**config.mk**
```make
export PLATFORM = sky130hd
export DESIGN_NAME = reg_file_wb
export DESIGN_NICKNAME = d
export VERILOG_FILES = /design/src/rtl/reg_file_wb_pkg.sv /design/src/rtl/reg_file_wb_bypass_mux.sv /design/src/rtl/reg_file_wb.sv
export SDC_FILE = /design/constraint.sdc
export NUM_CORES = 2
export LEC_CHECK = 0
export BUFFER_PORTS_ARGS = -buffer_cell sky130_fd_sc_hd__buf_2
export CAP_MARGIN = 20
export CORE_ASPECT_RATIO = 0.9
export CORE_MARGIN = 2
export CORE_UTILIZATION = 30
export DETAILED_ROUTE_END_ITERATION = 12
export PLACE_DENSITY_LB_ADDON = 0.2
export SLEW_MARGIN = 20
export SYNTH_ARGS = -nofsm -noshare
export SYNTH_HDL_FRONTEND = slang
export SYNTH_SLANG_ARGS = --single-unit
export TNS_END_PERCENT = 50
```
**constraint.sdc**
```tcl
create_clock -name clk -period 2.29 [get_ports clk]
set_input_delay 0.1145 -clock clk [delete_from_list [all_inputs] [get_ports clk]]
set_output_delay 0.1145 -clock clk [all_outputs]
set_load 0.1 [all_outputs]
```
**src/rtl/reg_file_wb_pkg.sv**
```systemverilog
// Shared CPU datapath definitions for the register file and its write-back stage.
package reg_file_wb_pkg;

    localparam int unsigned DATA_W   = 32;
    localparam int unsigned ADDR_W   = 5;
    localparam int unsigned NUM_REGS = 2 ** ADDR_W;

    // Architectural zero register: reads as zero, never written.
    localparam logic [ADDR_W-1:0] REG_ZERO = '0;

    // One pending write waiting to be committed to the array.
    typedef struct packed {
        logic              valid;
        logic [ADDR_W-1:0] addr;
        logic [DATA_W-1:0] data;
    } wb_entry_t;

endpackage

```
**src/rtl/reg_file_wb_bypass_mux.sv**
```systemverilog
// Read-port priority select: r0 -> 0, then the pending write-back entry,
// then the array contents.
module wb_bypass_mux
    import reg_file_wb_pkg::*;
(
    input  logic [ADDR_W-1:0] i_addr,
    input  logic              i_pend_valid,
    input  logic [ADDR_W-1:0] i_pend_addr,
    input  logic [DATA_W-1:0] i_pend_data,
    input  logic [DATA_W-1:0] i_arr_data,
    output logic [DATA_W-1:0] o_data
);

    // Zero register first, newest pending value second, array last.
    always_comb begin
        o_data = i_arr_data;
        if (i_addr == REG_ZERO) begin
            o_data = '0;
        end else if (i_pend_valid && (i_addr == i_pend_addr)) begin
            o_data = i_pend_data;
        end
    end

endmodule

```
**src/rtl/reg_file_wb.sv**
```systemverilog
// Register file with a one-stage write-back register and read bypass of the
// pending write. Port names match the existing datapath for drop-in use.
module reg_file_wb
    import reg_file_wb_pkg::*;
(
    input  logic              clk,
    input  logic              rst,
    input  logic [ADDR_W-1:0] rd_addr1,
    input  logic [ADDR_W-1:0] rd_addr2,
    output logic [DATA_W-1:0] rd_data1,
    output logic [DATA_W-1:0] rd_data2,
    input  logic              ex_we,
    input  logic [ADDR_W-1:0] ex_dest,
    input  logic [DATA_W-1:0] ex_result,
    input  logic              stall,
    output logic              wb_pend_valid,
    output logic [ADDR_W-1:0] wb_pend_addr,
    output logic [15:0]       commit_count
);

    logic [DATA_W-1:0] r_regs [NUM_REGS];
    wb_entry_t         r_pend;
    logic [15:0]       r_commit_count;

    logic [DATA_W-1:0] w_arr1;
    logic [DATA_W-1:0] w_arr2;

    // Commit of the old entry and capture of the new one are independent on
    // the same edge; a stalled entry keeps re-committing its value.
    always_ff @(posedge clk) begin
        if (rst) begin
            for (int unsigned i = 0; i < NUM_REGS; i++) begin
                r_regs[i] <= '0;
            end
            r_pend         <= '0;
            r_commit_count <= '0;
        end else begin
            if (r_pend.valid) begin
                r_regs[r_pend.addr] <= r_pend.data;
                r_commit_count      <= r_commit_count + 16'd1;
            end
            if (!stall) begin
                r_pend.valid <= ex_we && (ex_dest != REG_ZERO);
                r_pend.addr  <= ex_dest;
                r_pend.data  <= ex_result;
            end
        end
    end

    assign w_arr1 = r_regs[rd_addr1];
    assign w_arr2 = r_regs[rd_addr2];

    wb_bypass_mux u_mux1 (
        .i_addr       (rd_addr1),
        .i_pend_valid (r_pend.valid),
        .i_pend_addr  (r_pend.addr),
        .i_pend_data  (r_pend.data),
        .i_arr_data   (w_arr1),
        .o_data       (rd_data1)
    );

    wb_bypass_mux u_mux2 (
        .i_addr       (rd_addr2),
        .i_pend_valid (r_pend.valid),
        .i_pend_addr  (r_pend.addr),
        .i_pend_data  (r_pend.data),
        .i_arr_data   (w_arr2),
        .o_data       (rd_data2)
    );

    assign wb_pend_valid = r_pend.valid;
    assign wb_pend_addr  = r_pend.addr;
    assign commit_count  = r_commit_count;

endmodule
```
# --- Yosys cells after proc, flatten, opt, wreduce, memory -nomap -nowiden ---
# Memory sizes are Yosys's and may differ from the RTL's.
# Cells that the tools add are included.
word_totals:
  mem_count: 1
  ramBits: 1024
  word_cells: 27
  register_bits: 54
  output_inout_bits: 86
  inputBits: 51
classes:
  n_addsub: 1
  mux: 12
  eq_ne: 2
  n_reduce_logical: 7
mem_list:
  columns: ["name", "depth", "width", "rd", "rd_ports_with_merged_regs", "wr", "line", "rtl"]
  rows:
  - ["r_regs", 32, 32, 2, 0, 32, "reg_file_wb.sv:21", "logic [DATA_W-1:0] r_regs [NUM_REGS];"]
op_table:
  columns: ["op", "count"]
  rows:
  - ["$mux W32", 5]
  - ["$reduce_or A32 Y1", 1]
  - ["$add A16 B1 Y16 const B", 1]
  - ["$eq A5 B5 Y1", 2]
  - ["$logic_not A5 Y1", 2]
  - ["$mux W1", 6]
  - ["$mux W5", 1]
  - ["$reduce_bool A5 Y1", 1]
  - ["$logic_and A1 B1 Y1", 3]

# --- Longest topological paths before layout ---
depth:
  ltp_word: 5
  mapped_depth: 9
  mapped_depth_nobuf: 6

# --- Modules after synthesis ---
# A second synthesis with hierarchy kept.
unflattened:
  hier_cells: 5090
  hier_area_um2: 59666.0
by_module_without_submodules:
  columns: ["module", "seq_area_each_um2", "cells_each", "area_each_um2", "instances"]
  rows:
  - ["reg_file_wb", 31830.5, 4844, 58384.7, 1]
  - ["wb_bypass_mux", 0.0, 123, 640.6, 2]

# --- Least setup slack after synthesis ---
# Ideal clock, no wire load.
synth_timing:
  kind: "reg-to-output"
  start: "reg r_pend (netlist bit wb_pend_valid)"
  end: "out rd_data2[28]"
  path_slack_ns: -1.907
  required_ns: 2.176
  stages_incl_launch_ff: 7
  path_buffers: 2
  arrival_ns: 4.082
  path_cell_list: "dfxtp_1 buf_2 nand2_1 nor2_1 clkbuf_1 nor3_1 nor3_1"
synth_between:
  elab_chain_len: 3
synth_lines:
  columns: ["item", "line", "rtl"]
  rows:
  - ["start, declared", "reg_file_wb.sv:22", "wb_entry_t r_pend;"]
  - ["$logic_and A1 B1 Y1", "reg_file_wb_bypass_mux.sv:19", "end else if (i_pend_valid && (i_addr == i_pend_addr)) begin"]
  - ["$mux W32", "reg_file_wb_bypass_mux.sv:19", null]
  - ["$mux W32", "reg_file_wb_bypass_mux.sv:17", "if (i_addr == REG_ZERO) begin"]
  - ["end, declared", "reg_file_wb.sv:11", "output logic [DATA_W-1:0] rd_data2,"]
# Every way passes these cells.

# --- Final worst setup path ---
layout_timing:
  start: "reg r_pend (netlist bit wb_pend_addr[0])"
  end: "out rd_data1[21]"
layout_between:
  elab_chain_len: 4
layout_lines:
  columns: ["item", "line", "rtl"]
  rows:
  - ["$eq A5 B5 Y1", "reg_file_wb_bypass_mux.sv:19", null]
  - ["$logic_and A1 B1 Y1", "reg_file_wb_bypass_mux.sv:19", null]
  - ["$mux W32", "reg_file_wb_bypass_mux.sv:19", null]
  - ["$mux W32", "reg_file_wb_bypass_mux.sv:17", null]
  - ["end, declared", "reg_file_wb.sv:10", "output logic [DATA_W-1:0] rd_data1,"]
# Every way passes these cells.

==> impl_metrics.tcl <==
set metrics [dict create \
    placement_rows 151 \
    grt_setup_unrepaired "true" \
    synth_top_family_by_area "multiplexers" \
    synth_mux_area_share_pct 22.7 \
    yosysWarnings 0 \
    antenna_found_initial 13 \
    synth_adder_area_share_pct 0.0219 \
    endpoint "rd_data1[21]" \
    path_cells "buf_8 -> xor2_2 -> nor3_2 -> buf_4 -> nand3b_1 -> buf_4 -> buf_12 -> a32oi_2 -> buf_6 -> nand2_4 -> buf_12" \
    crit_fanout 7 \
    fmax_mhz 333 \
    ff2ff_setup_slack_ns 0.05 \
    cts_root_buffer "clkbuf_16" \
    maxSlewViolCount 0 \
    cp_num_buf_inv 6 \
    port_buffers 136 \
    gr-usage-all-layers_pct 23.0 \
    cts_buffers 115 \
    synth.largest_area_cell "edfxtp_1" \
    grt_pass1_vias 38700 \
    status "finished, violations left" \
    period_share_pct 131 \
    rr_worst_depth 7 \
    required_ns 2.18 \
    slew_headroom_pct 41.8 \
    die_h_um 418 \
    synth_nets 3933 \
    gp_congestion 0.834 \
    wirelength_mm 225 \
    irDropWorstVdd_mv 0.583 \
    syn_inst 3881 \
    cp_data_arrival_time_ns 2.88 \
    synth_simple_gate_area_share_pct 14.2 \
    crit_family "buffers and inverters" \
    end_kind "output pin" \
    cts_tree "yes" \
    grt_overflow_total 0 \
    setup_violations 64 \
    tightest_slew_ns 0.866 \
    fin_crit_ns 3.00 \
    core_area_um2 189000 \
    post-route-cell-area_um2 72900 \
    yosysSeqAreaShare_pct 55.7 \
    ant_nets 0 \
    grt_start_max_net_pins 47 \
    crit-reg2reg-launch "wb_pend_addr[4]" \
    fin_ws_ns -0.709 \
    hp-class "input port to flop" \
    syn_to_final_growth_pct 27.6 \
    powerDensity_nw_per_um2 693 \
    clk_latency_ns 0.76 \
    synth_edf_count 1024 \
    final_util_pct 38.6 \
    synth.top_cell.area_share_pct 53.8 \
    p_leak_uw 0.0265 \
    routedWlPerCell_um 32.3 \
    via_count 38000 \
    synth_seq_cells 1078 \
    synthFlopType "edfxtp_1" \
    worst-path-stages 11 \
    synthXorXnorAreaFrac_pct 0.337 \
    placed_cell_area_um2 66900 \
    numClockSinks 1078 \
    max-cap-violations 0 \
    drc_errors 0 \
    ys_types 48 \
    start_kind "flop" \
    slowest_delay_ns 0.34 \
    grt_pass1_wl_mm 313 \
    worstSetupPathType "flop to output pin" \
    avgViaCountPerCell 5.45 \
    initial_core_util_pct 30.3 \
    postSynthAreaPerCell_um2 14.7 \
    synth-compound-area-share_pct 3.79 \
    syn_area_um2 57100 \
    htree_num_levels 3 \
    final_hold_viol_count 0 \
    crit_slowest_cell "dfxtp_4" \
    cts_buffer_depth 3 \
    nets 4394 \
    place_hpwl_mm 146 \
    die_w_um 464 \
    dieArea_um2 194000 \
    violations "setup timing" \
    startpoint "wb_pend_addr[0]" \
    layout-drive-gt1-share_pct 37.7 \
    path_clk_slew_ns 0.07 \
    fin_worst_skew_ns 0.0245 \
    rr_endpoint "r_regs[7][9]" \
    drt_pass1_iterations 5 \
    ios 137 \
    drt_iter0_markers 4453 \
    synthArstFlopShare_pct 0 \
    synthTopCellsByArea "edfxtp_1, mux4_2, and2_1" \
]
[metal layers]
layer / routed length (um) / share of wire (%) / vias up / GRT usage (%)
met5: 3 / 0.0013 / - / 0
li1: - / - / 15800 / -
met3: 16500 / 7.3 / 315 / 3.18
met4: 7850 / 3.5 / 2 / 7.04
met2: 104000 / 46 / 1774 / 36.5
met1: 96100 / 43 / 20100 / 32.7
[where the power goes]
part	switching (uW)	leakage (uW)	internal [uW]	total, uW
Combinational	4890	0.0136	3420	8310
Clock	8280	0.00185	11300	19500
Sequential	434	0.0110	22200	22600
[per-stage QoR]
stage               hold slack [ns]  cells  total power (uW)  worst slack (ns)  setup TNS, ns
floorplan                     0.258   3881             27200            -0.244         -0.896
global placement              0.344   6660             31000            -0.342         -13.14
detailed placement            0.353   6660             31000            -0.354         -13.28
CTS                          0.0353   6951             50800            -0.729         -38.75
global route                 0.0846   6958             51800            -0.770         -41.99
finish                        0.102   6967             50500            -0.709         -37.15
[worst min path at each step]
| stage | slack, ns | from | depth (start not counted) | end |
|---|---|---|---|---|
| floorplan | 0.26 | ex_result[0] | 2 | r_pend[0] |
| global placement | 0.34 | ex_result[26] | 3 | r_pend[26] |
| detailed placement | 0.35 | ex_result[26] | 3 | r_pend[26] |
| CTS | 0.04 | stall | 4 | r_pend[10] |
| global route | 0.08 | stall | 4 | r_pend[13] |
| finish | 0.10 | stall | 4 | r_pend[10] |
[cell families (layout without fill, tap and decap cells)]
family          count (synthesis)  in the layout
simple gates                 1390           1390
flops                        1078           1078
xor+xnor                       22             22
fa+ha+maj                       1              1
mux                           655            655
other cells                     0              9
compound gates                315            315
buf+inv                       420            973
[cells in the final DEF, fill, tap and decap left out, types with 49 or more instances in the layout]
cell	instances
and2_1	1025
edfxtp_1	1024
mux4_2	511
buf_4	365
buf_12	239
a22oi_1	124
clkbuf_16	119
mux2i_1	106
nor2_1	77
dlygate4sd3_1	66
buf_2	64
dfxtp_1	49
[Yosys cell counts, types with 24 or more instances]
cell and n:
and2_1 1028, edfxtp_1 1024, mux4_2 511, clkbuf_1 285, a22oi_1 130, nor2_1 126
mux2i_1 110, nand2_1 94, buf_2 87, o21ai_0 62, dfxtp_1 54, or2_2 37
nor3_1 36, mux2_2 34, a32oi_1 30, nand3_1 27, a21oi_1 24
[state kept, by name, summed over array words and instances, names as in the netlist]
register	count
r_regs	1024
r_pend	32
commit_count	16
wb_pend_addr	5
wb_pend_valid	1
[worst reg2reg max path, stage by stage, from the launching register on]
cell,delay [ns]
dfxtp_2,0.37
buf_12,0.15
buf_4,0.18
nor2_1,0.11
nand2_1,0.23
nor2_4,0.16
buf_4,0.65
and2_1,0.26
[final cells by class]
| type | instances | area (um^2) |
|---|---|---|
| clock buffers | 152 | 3150 |
| repair buffers | 761 | 8900 |
| fillers | 17400 | 116000 |
| diodes | 9 | 22.5 |
| multi-input cells | 2383 | 25200 |
| flip-flops and latches | 1078 | 31800 |
| inverters | 3 | 11.3 |
| clock inverters | 57 | 649 |
| well taps | 2524 | 3160 |
[what timing repair did]
item	in CTS	in global routing
resized for setup	206	41
endpoints found under the setup margin	211	127
setup buffers	19	11
pin swaps	61	32
cloned	4	0
endpoints found under the hold margin	38	0
hold buffers	66	0
No activity file was read; power rests on OpenSTA's default activity.
